--- src/rtl/rotr_seq_pkg.sv ---
// Shared ALU definitions for the multi-cycle rotate-right unit.
//   ROTR_WIDTH   : operand/result width
//   ROTR_AMT_W   : rotate-amount bits, log2(ROTR_WIDTH)
//   rotr_state_e : control FSM encoding; 2'd3 is unused and recovers to IDLE
package rotr_seq_pkg;

    localparam int unsigned ROTR_WIDTH = 32;
    localparam int unsigned ROTR_AMT_W = 5;

    typedef enum logic [1:0] {
        IDLE = 2'd0,
        ROT  = 2'd1,
        DONE = 2'd2
    } rotr_state_e;

endpackage

--- src/rtl/rotr_stage.sv ---
// One stage of the logarithmic rotator: conditionally rotates right by (WIDTH/2 >> step).
// Ports:
//   din  : value entering the stage
//   step : stage index 0..AMT_W-1 (0 = largest rotation)
//   en   : apply the rotation when high, pass through otherwise
//   dout : stage output (combinational)
module rotr_stage
    import rotr_seq_pkg::*;
#(
    parameter int unsigned WIDTH = ROTR_WIDTH,
    parameter int unsigned AMT_W = ROTR_AMT_W
) (
    input  logic [WIDTH-1:0] din,
    input  logic [2:0]       step,
    input  logic             en,
    output logic [WIDTH-1:0] dout
);

    logic [AMT_W-1:0] sh;

    always_comb begin
        sh   = AMT_W'((WIDTH / 2) >> step);
        // A left shift by the full width yields zero, so sh=0 degenerates to a pass-through.
        dout = en ? ((din >> sh) | (din << (WIDTH - int'(sh)))) : din;
    end

endmodule

--- src/rtl/rotr_seq.sv ---
// Multi-cycle rotate-right unit: rotates a right by b[AMT_W-1:0], one logarithmic
// stage per clock, with a start/busy/done handshake and a registered result.
// Ports:
//   clock  : system clock, rising edge
//   clear  : synchronous active-high reset, overrides everything
//   start  : request pulse, accepted in IDLE or DONE only
//   a      : operand, sampled at the accepting edge
//   b      : rotate amount, only b[AMT_W-1:0] is used
//   result : rotated value, held until the next operation completes
//   busy   : high while rotating
//   done   : one-cycle pulse, result valid in the same cycle
module rotr_seq
    import rotr_seq_pkg::*;
#(
    parameter int unsigned WIDTH = ROTR_WIDTH,
    parameter int unsigned AMT_W = ROTR_AMT_W
) (
    input  logic             clock,
    input  logic             clear,
    input  logic             start,
    input  logic [WIDTH-1:0] a,
    input  logic [WIDTH-1:0] b,
    output logic [WIDTH-1:0] result,
    output logic             busy,
    output logic             done
);

    rotr_state_e      state_q, state_d;
    logic [WIDTH-1:0] work_q, work_d;
    logic [AMT_W-1:0] amt_q, amt_d;
    logic [2:0]       step_q, step_d;
    logic [WIDTH-1:0] result_q, result_d;

    logic             stage_en;
    logic [WIDTH-1:0] stage_out;

    // Upper amount bits are deliberately ignored.
    logic unused_b;
    assign unused_b = ^b[WIDTH-1:AMT_W];

    // Stage k consumes amount bit AMT_W-1-k (MSB first: 16, 8, 4, 2, 1).
    always_comb begin
        stage_en = 1'b0;
        case (step_q)
            3'd0:    stage_en = amt_q[AMT_W-1];
            3'd1:    stage_en = amt_q[AMT_W-2];
            3'd2:    stage_en = amt_q[AMT_W-3];
            3'd3:    stage_en = amt_q[AMT_W-4];
            3'd4:    stage_en = amt_q[AMT_W-5];
            default: stage_en = 1'b0;
        endcase
    end

    rotr_stage #(
        .WIDTH (WIDTH),
        .AMT_W (AMT_W)
    ) u_stage (
        .din  (work_q),
        .step (step_q),
        .en   (stage_en),
        .dout (stage_out)
    );

    always_comb begin
        state_d  = state_q;
        work_d   = work_q;
        amt_d    = amt_q;
        step_d   = step_q;
        result_d = result_q;
        case (state_q)
            IDLE, DONE: begin
                if (start) begin
                    state_d = ROT;
                    work_d  = a;
                    amt_d   = b[AMT_W-1:0];
                    step_d  = 3'd0;
                end else begin
                    state_d = IDLE;
                end
            end
            ROT: begin
                work_d = stage_out;
                step_d = step_q + 3'd1;
                if (step_q == 3'(AMT_W - 1)) begin
                    // Last stage writes straight into result to keep latency fixed.
                    result_d = stage_out;
                    state_d  = DONE;
                end
            end
            default: state_d = IDLE;
        endcase
    end

    always_ff @(posedge clock) begin
        if (clear) begin
            state_q  <= IDLE;
            work_q   <= '0;
            amt_q    <= '0;
            step_q   <= '0;
            result_q <= '0;
        end else begin
            state_q  <= state_d;
            work_q   <= work_d;
            amt_q    <= amt_d;
            step_q   <= step_d;
            result_q <= result_d;
        end
    end

    assign result = result_q;
    assign busy   = (state_q == ROT);
    assign done   = (state_q == DONE);

endmodule

--- config.mk ---
export PLATFORM = sky130hd
export DESIGN_NAME = rotr_seq
export DESIGN_NICKNAME = d
export VERILOG_FILES = /design/src/rtl/rotr_seq_pkg.sv /design/src/rtl/rotr_stage.sv /design/src/rtl/rotr_seq.sv
export SDC_FILE = /design/constraint.sdc
export NUM_CORES = 1
export LEC_CHECK = 0
export CORE_MARGIN = 8
export CORE_UTILIZATION = 49
export CTS_BUF_LIST = sky130_fd_sc_hd__clkbuf_8
export CTS_CLUSTER_SIZE = 20
export DETAILED_ROUTE_END_ITERATION = 7
export PLACE_DENSITY = 0.74
export SETUP_SLACK_MARGIN = 0.1
export SLEW_MARGIN = 20
export SYNTH_ARGS = -nofsm -noshare
export SYNTH_HDL_FRONTEND = slang
export SYNTH_HIERARCHICAL = 1
export SYNTH_SLANG_ARGS = --single-unit
--- constraint.sdc ---
create_clock -name clock -period 6.1 [get_ports clock]
set_clock_uncertainty 0.05 [all_clocks]
set_input_delay 0.915 -clock clock [delete_from_list [all_inputs] [get_ports clock]]
set_output_delay 0.915 -clock clock [all_outputs]
set_load 0.02 [all_outputs]
## Word-level counts from Yosys, hierarchy flattened

Index checks and enable logic that the tools add are counted.

| storage, ports and cells | value |
|---|---|
| logic and storage cells | 35 |
| output and inout bits | 34 |
| register bits | 74 |
| input bits | 67 |

| operators by class | value |
|---|---|
| bitwise operators | 1 |
| eq/ne operators | 8 |
| add/sub/neg operators | 2 |
| reductions and logical operators | 7 |
| multiplexer cells | 9 |
| shift-type cells | 3 |

Operators with widths:

| cell | count |
|---|---|
| $mux W32 | 2 |
| $pmux W32 S2 | 1 |
| $or A32 B32 Y32 | 1 |
| $shl A32 B32 Y32 | 1 |
| $shr A32 B5 Y32 | 1 |
| $sub A6 B5 Y7 const A | 1 |
| $eq A3 B2 Y1 const B | 2 |
| $pmux W3 S2 | 1 |
| $reduce_and A2 Y1 | 3 |
| $pmux W1 S5 | 1 |
| $shr A5 B3 Y5 const A | 1 |
| $pmux W2 S2 | 1 |
| $add A3 B1 Y3 const B | 1 |
| $eq A3 B1 Y1 const B | 1 |
| $eq A3 B3 Y1 const B | 1 |
| $logic_not A3 Y1 | 1 |
| $mux W3 | 1 |
| $eq A2 B1 Y1 const B | 1 |
| $eq A2 B2 Y1 const B | 1 |
| $logic_not A2 Y1 | 1 |
| $mux W2 | 1 |
| $ne A2 B1 Y1 const B | 1 |
| $ne A2 B2 Y1 const B | 1 |
| $reduce_bool A2 Y1 | 1 |
| 2 further kinds | 2 |

## Longest topological paths before layout

Gate-level depths: netlist of run 1.

| logic depth | value |
|---|---|
| depth after elaboration | 6 |
| mapped depth | 11 |
| mapped depth without buffers | 10 |

## Modules after synthesis

Netlist of run 1, hierarchy kept.

By module, submodules not included:

| module | area each (um^2) | times used | cells each | sequential area each (um^2) |
|---|---|---|---|---|
| rotr_seq | 3026.7 | 1 | 375 | 1481.4 |
| rotr_stage | 2169.6 | 1 | 345 | 0.0 |

## Least setup slack after synthesis of run 1

No wires, ideal clock.

| timing | value |
|---|---|
| path type | register to register |
| start | reg step_q[0] |
| end | reg work_q[5] |
| slack | 3.688 ns |
| setup time | 0.091 ns |
| cell stages (with the launch flop) | 12 |
| period minus slack after synthesis | 2.412 ns |
| buffers on the path | 1 |
| data required time | 5.959 ns |
| arrival time | 2.271 ns |
| path through | dfxtp_1 inv_1 ha_1 a222oi_1 o21ai_0 clkbuf_1 nand2b_1 a211o_1 o22ai_1 a221oi_1 nor2_1 a311oi_1 |

| between the ends | value |
|---|---|
| elaborated cells on any way between the ends | 13 |
| those cells by class | 1 x add/sub; 4 x eq/ne; 3 x shift; 3 x mux; 1 x bitwise; 1 x reduce/logical |

RTL lines:

| item | line | text |
|---|---|---|
| start, declared | rotr_seq.sv:31 | `logic [2:0] step_q, step_d;` |
| start signal, assigned | rotr_seq.sv:105 | `step_q <= step_d;` |
| $eq A3 B3 Y1, or another cell as far along | rotr_seq.sv:44 | `case (step_q)` |
| $pmux W1 S5 (*) | rotr_seq.sv:44 |  |
| net stage_en | rotr_seq.sv:34 | `logic stage_en;` |
| $mux W32 (*) | rotr_stage.sv:24 | `dout = en ? ((din >> sh) \| (din << (WIDTH - int'(sh)))) : din;` |
| net stage_out[5] | rotr_seq.sv:35 | `logic [WIDTH-1:0] stage_out;` |
| $pmux W32 S2 (*) | rotr_seq.sv:70 | `case (state_q)` |
| end signal, assigned | rotr_seq.sv:103 | `work_q <= work_d;` |
| end, declared | rotr_seq.sv:29 | `logic [WIDTH-1:0] work_q, work_d;` |

The timed path passes the listed nets; every way through them passes the cells marked *.
A chain may end at the register's enable or synchronous reset.

## Final worst setup path of run 1

| timing | value |
|---|---|
| start | reg step_q[0] |
| end | reg work_q[7] |

Same word-level chain as after synthesis.

==> impl_metrics.tcl, run 1 <==
set metrics [dict create \
    crit_arrival_ns 3.92 \
    die_h_um 119 \
    postSynthCellCount 720 \
    ys_warn_count 6 \
    max-clock-path-buffers 2 \
    synthFlopType "dfxtp_1" \
    postLayoutCellArea_sq_mm 0.00595 \
    max_stage_delay_ns 0.68 \
    async_flop_share_pct 0 \
    mostFrequentLayoutCells "170 x nand2_1, 81 x a21oi_1, 72 x clkdlybuf4s50_1, 71 x dfxtp_1, 59 x nor2_1" \
    hold_viol_final 0 \
    hold_end "result[18]" \
    core-area_sq_mm 0.0103 \
    grt_max_degree 80 \
    total_power_mw 1.27 \
    cts_root_buf "clkbuf_8" \
    wirelength_mm 18.2 \
    synth_cell_types 61 \
    fin_crit_ns 3.70 \
    reg2reg_to "work_q[7]" \
    synth.area.mux_share_pct 3.88 \
    diodes 0 \
    synth_edf_count 0 \
    crit_chain "buf_4 -> ha_1 -> a222oi_1 -> o21ai_4 -> buf_4 -> o41ai_1 -> o31ai_1 -> nor2_1 -> a311oi_2" \
    drtAntennaViolNets 0 \
    regArea_sq_mm 0.00149 \
    critical_path_class "reg -> reg" \
    slew_viol_final 0 \
    final_common_cell "nand2_1" \
    post_cts_buffers 0 \
    synth.net_count 792 \
    grt_pass1_wl_mm 29.2 \
    status "completed" \
    synth_xor_area_share_pct 0 \
    htree_num_levels 3 \
    synthToLayoutAreaGrowth_pct 14.6 \
    slew-limit-headroom_pct 22.3 \
    synthAdderAreaFrac_pct 1.20 \
    min_from "result[18]" \
    r2r_cells 9 \
    via_count 5562 \
    synth-simple-area-share_pct 23.0 \
    cts_resized 0 \
    place_area_sq_mm 0.00576 \
    ir_worst_vdd_v 0.000146 \
    wl_per_cell_um 20.9 \
    grt_use_total_pct 25.3 \
    min_period_over_period_pct 60.7 \
    path_clk_slew_ns 0.08 \
    syn_area_sq_mm 0.00520 \
    p_leak_nw 1.95 \
    clkSinkCount 74 \
    cts_hold_buf 0 \
    cts_tree "done" \
    firstDrtPassIters 5 \
    hpwl_mm 12.5 \
    crit_required_ns 6.32 \
    cp_slowest_cell "o31ai_1" \
    start_util_pct 50.3 \
    grt_overflow 0 \
    grt_pass1_vias 5282 \
    avgSynthCellArea_sq_um 7.22 \
    fmax_mhz 270 \
    start_kind "flip-flop" \
    power_density_mw_per_mm2 213 \
    route.detailed.drc 0 \
    multi_input_area_sq_mm 0.00326 \
    hp-class "reg -> reg" \
    setup_viol 0 \
    place_congestion 0.948 \
    drt_iter0_markers 754 \
    num_rows 37 \
    critPathCaptureType "flip-flop" \
    seq_area_frac_synth_pct 28.5 \
    synth_top_family_by_area "compound AO/OA/AOI/OAI gates" \
    rsz0062_at_grt "no" \
    num_io_pins 101 \
    r2r-start "step_q[0]" \
    die_w_um 119 \
    fill_cells 988 \
    die-area_sq_mm 0.0142 \
    worst_pin_slew_ns 1.16 \
    insertion_delay_ns 0.36 \
    synth-compound-area-share_pct 34.2 \
    antenna_found_initial 0 \
    vias_per_cell 6.36 \
    min_path_cells 2 \
    drive_gt1_share_pct 7.58 \
    synth-seq-cells 74 \
    cp_common_cell "buf_4" \
    cts_buffers 9 \
    fin_nets 806 \
    portBuffers 73 \
    cp_max_fo 71 \
    reg2reg_setup_slack_ns 2.40 \
    maxCapViolCount 0 \
    fin_setup_tns_ns 0 \
]
-- worst max path at each step --
stage               from         to  slack, ns  cells after the start
6_report       step_q[0]  work_q[7]       2.40                      9
2_1_floorplan  step_q[0]  work_q[5]       3.69                     11
3_5_place_dp   step_q[0]  work_q[7]       2.50                      9
4_1_cts        step_q[0]  work_q[7]       2.48                      9
5_1_grt        step_q[0]  work_q[7]       2.31                      9
3_3_place_gp   step_q[0]  work_q[7]       2.55                      9
-- cell families (layout without fill, tap and decap cells) --
group                      after synthesis  count (layout)
AOI/OAI and AO/OA                      250             250
adders and majority gates                5               5
buffers and inverters                   94             113
DFF                                     74              74
muxes                                   17              17
and+or+nand+nor                        280             280
-- where the power goes --
group / switching, mW / internal [mW] / leakage [nW]
clock network: 0.196 / 0.188 / 0.101
registers: 0.0676 / 0.509 / 0.606
logic: 0.182 / 0.124 / 1.24
total: 0.446 / 0.822 / 1.95
-- worst max-delay path, delay by kind of cell, from the launching register on --
kind | cells | cell delay, ns
adders and majority gates | 1 | 0.26
DFF | 1 | 0.33
buffers and inverters | 2 | 1.04
AOI/OAI and AO/OA | 5 | 1.80
and+or+nand+nor | 1 | 0.14
-- cell usage after synthesis (all sizes together), types with 13 or more instances --
cell type / count / area, sq um
a21oi: 81 / 405
a311oi: 33 / 352
buf: 50 / 312
clkbuf: 29 / 109
dfxtp: 74 / 1480
inv: 14 / 52.6
nand2: 170 / 638
nand2b: 13 / 81.3
nor2: 60 / 228
nor2b: 14 / 103
o21ai: 25 / 125
o22ai: 15 / 93.8
-- metrics by stage --
step	worst slack [ns]	std cells	util, %	hold WS [ns]
6_report	2.40	875	57.7	0.404
5_1_grt	2.31	875	57.7	0.430
4_1_cts	2.48	875	57.7	0.409
3_5_place_dp	2.50	859	55.8	0.397
3_3_place_gp	2.55	859	55.8	0.394
2_1_floorplan	3.69	720	-	0.386
-- layer usage --
layer / track usage (%) / up-vias / part of all wire, %
met5: 0 / - / 0
met4: 11.1 / 0 / 3.1
met3: 5.90 / 43 / 8.9
met2: 36.7 / 273 / 43
met1: 34.7 / 2618 / 45
li1: - / 2628 / -
-- layout make-up --
cell class / instances / share of cell area (%)
clock buffer: 9 / 2.08
tap: 136 / 2.86
sequential: 74 / 24.9
clock inverter: 7 / 1.16
timing repair buffer: 82 / 13.3
inverter: 15 / 0.946
multi-input combinational: 552 / 54.7
-- sequential cells by signal, summed over array words and instances (netlist names) --
register and count:
amt_q 5, result 32, state_q 2, step_q 3, work_q 32
Note: power is estimated with default switching activity, not from simulation.
==> run 2: changes to the inputs <==
- clock period: 6.1 -> 3.7 ns (I/O delays scaled with it)
==> run 2 against run 1 <==
Sequential power is 66% higher; register-to-register slack got worse by 1.6 ns; global-route usage increased by 0.75 points; highest routed layer unchanged; critical path type unchanged; sequential cell count unchanged.
==> impl_metrics.tcl, run 2 (synthesis gave the netlist of run 1 again) <==
set metrics [dict create \
    status "completed" \
    setup_viol 0 \
    r2r-start "step_q[0]" \
    drive_gt1_share_pct 8.20 \
    hp-class "reg -> reg" \
    wl_per_cell_um 21.3 \
    min_period_over_period_pct 78.3 \
    critical_path_class "reg -> reg" \
    cp_max_fo 29 \
    vias_per_cell 6.51 \
    via_count 5731 \
    diodes 0 \
    rsz0062_at_grt "no" \
    hold_slack_ns 0.407 \
    ir_worst_vdd_v 0.000321 \
    min_from "result[28]" \
    num_io_pins 101 \
    final_common_cell "nand2_1" \
    max-clock-path-buffers 2 \
    antenna_found_initial 0 \
    power_frac_seq_pct 45.5 \
    slew_viol_final 0 \
    p_leak_nw 1.97 \
    worst_pin_slew_ns 0.997 \
    hold_end "result[28]" \
    crit_arrival_ns 3.12 \
    portBuffers 73 \
    slew-limit-headroom_pct 33.3 \
    fmax_mhz 345 \
    p_int_mw 1.36 \
    place_inst 864 \
    grt_pass1_vias 5409 \
    postLayoutCellArea_sq_mm 0.00599 \
    start_util_pct 50.3 \
    stdcell_count 880 \
    die-area_sq_mm 0.0142 \
    final_util_pct 58.0 \
    r2r_cells 10 \
    place_congestion 0.955 \
    fin_nets 811 \
    power_density_mw_per_mm2 351 \
    clkSinkCount 74 \
    cts_buffers 9 \
    die_h_um 119 \
    grt_overflow 0 \
    die_w_um 119 \
    path_clk_slew_ns 0.07 \
    core-area_sq_mm 0.0103 \
    firstDrtPassIters 6 \
    grt_pass1_wl_mm 30.1 \
    num_rows 37 \
    cts_root_buf "clkbuf_8" \
    critPathCaptureType "flip-flop" \
    cts_tree "done" \
    hold_viol_final 0 \
    cts_hold_buf 0 \
    hpwl_mm 13.1 \
    switching_share_pct 35.5 \
    start_kind "flip-flop" \
    reg2reg_to "work_q[25]" \
    mostFrequentLayoutCells "170 x nand2_1, 81 x a21oi_1, 72 x clkdlybuf4s50_1, 71 x dfxtp_1, 59 x nor2_1" \
    fin_setup_tns_ns 0 \
    grt_max_degree 68 \
    place_area_sq_mm 0.00580 \
    grt_use_total_pct 26.0 \
    total_power_mw 2.10 \
    maxCapViolCount 0 \
    power_frac_clock_pct 30.0 \
    crit_required_ns 3.92 \
    insertion_delay_ns 0.37 \
    worst_slack_ns 0.803 \
    reg2reg_setup_slack_ns 0.80 \
    place_ws_ns 0.879 \
    drt_iter0_markers 711 \
    comb_power_share_pct 24.5 \
    htree_num_levels 3 \
    power_switching_mw 0.748 \
    drtAntennaViolNets 0 \
    fin_crit_ns 2.90 \
    min_path_cells 2 \
    route.detailed.drc 0 \
    cts_resized 0 \
    wirelength_mm 18.7 \
    synthToLayoutAreaGrowth_pct 15.3 \
    post_cts_buffers 0 \
]
[run 2: cell types whose count changed in the layout (fill, tap and decap cells not counted), sizes merged]
cell,before,now
clkinv,4,6
inv,16,14
buf,10,15
[run 2: layout make-up]
class | instances | area [sq um]
Fill cell | 966 | 4330
Multi-Input combinational cell | 552 | 3250
Sequential cell | 74 | 1490
Timing Repair Buffer | 87 | 831
Tap cell | 136 | 170
Clock buffer | 9 | 124
Clock inverter | 7 | 70.1
Inverter | 15 | 56.3
[run 2: layer usage]
layer / global-route usage [%] / up-vias / part of all wire [%]
met5: 0 / - / 0
met4: 11.5 / 0 / 3.1
met3: 6.85 / 49 / 9.1
met2: 38.7 / 288 / 44
met1: 34.5 / 2763 / 44
li1: - / 2631 / -
[run 2: worst max path at each step]
| stage | slack (ns) | from | cells after the start | to |
|---|---|---|---|---|
| floorplan | 1.29 | step_q[0] | 11 | work_q[5] |
| global placement | 0.95 | step_q[0] | 10 | work_q[25] |
| detailed placement | 0.88 | step_q[0] | 10 | work_q[25] |
| CTS | 0.86 | step_q[0] | 10 | work_q[25] |
| global route | 0.62 | step_q[0] | 10 | work_q[25] |
| finish | 0.80 | step_q[0] | 10 | work_q[25] |
[run 2: power by group through the flow]
stage | clock [mW] | combinational (mW) | sequential (mW)
5_1_grt | 0.674 | 0.560 | 0.959
4_1_cts | 0.643 | 0.507 | 0.948
6_report | 0.632 | 0.516 | 0.957
2_1_floorplan | 0 | 0.383 | 0.905
3_5_place_dp | 0 | 0.505 | 0.967
3_3_place_gp | 0 | 0.497 | 0.967
[run 2: critical path: stages (launching register included)]
cell and delay, ns:
dfxtp_2 0.48, inv_1 0.12, ha_1 0.29, a222oi_1 0.49, o21ai_4 0.11, buf_4 0.25
o2111ai_1 0.13, o21ai_0 0.12, a31oi_1 0.39, nor2_1 0.10, a311oi_1 0.27
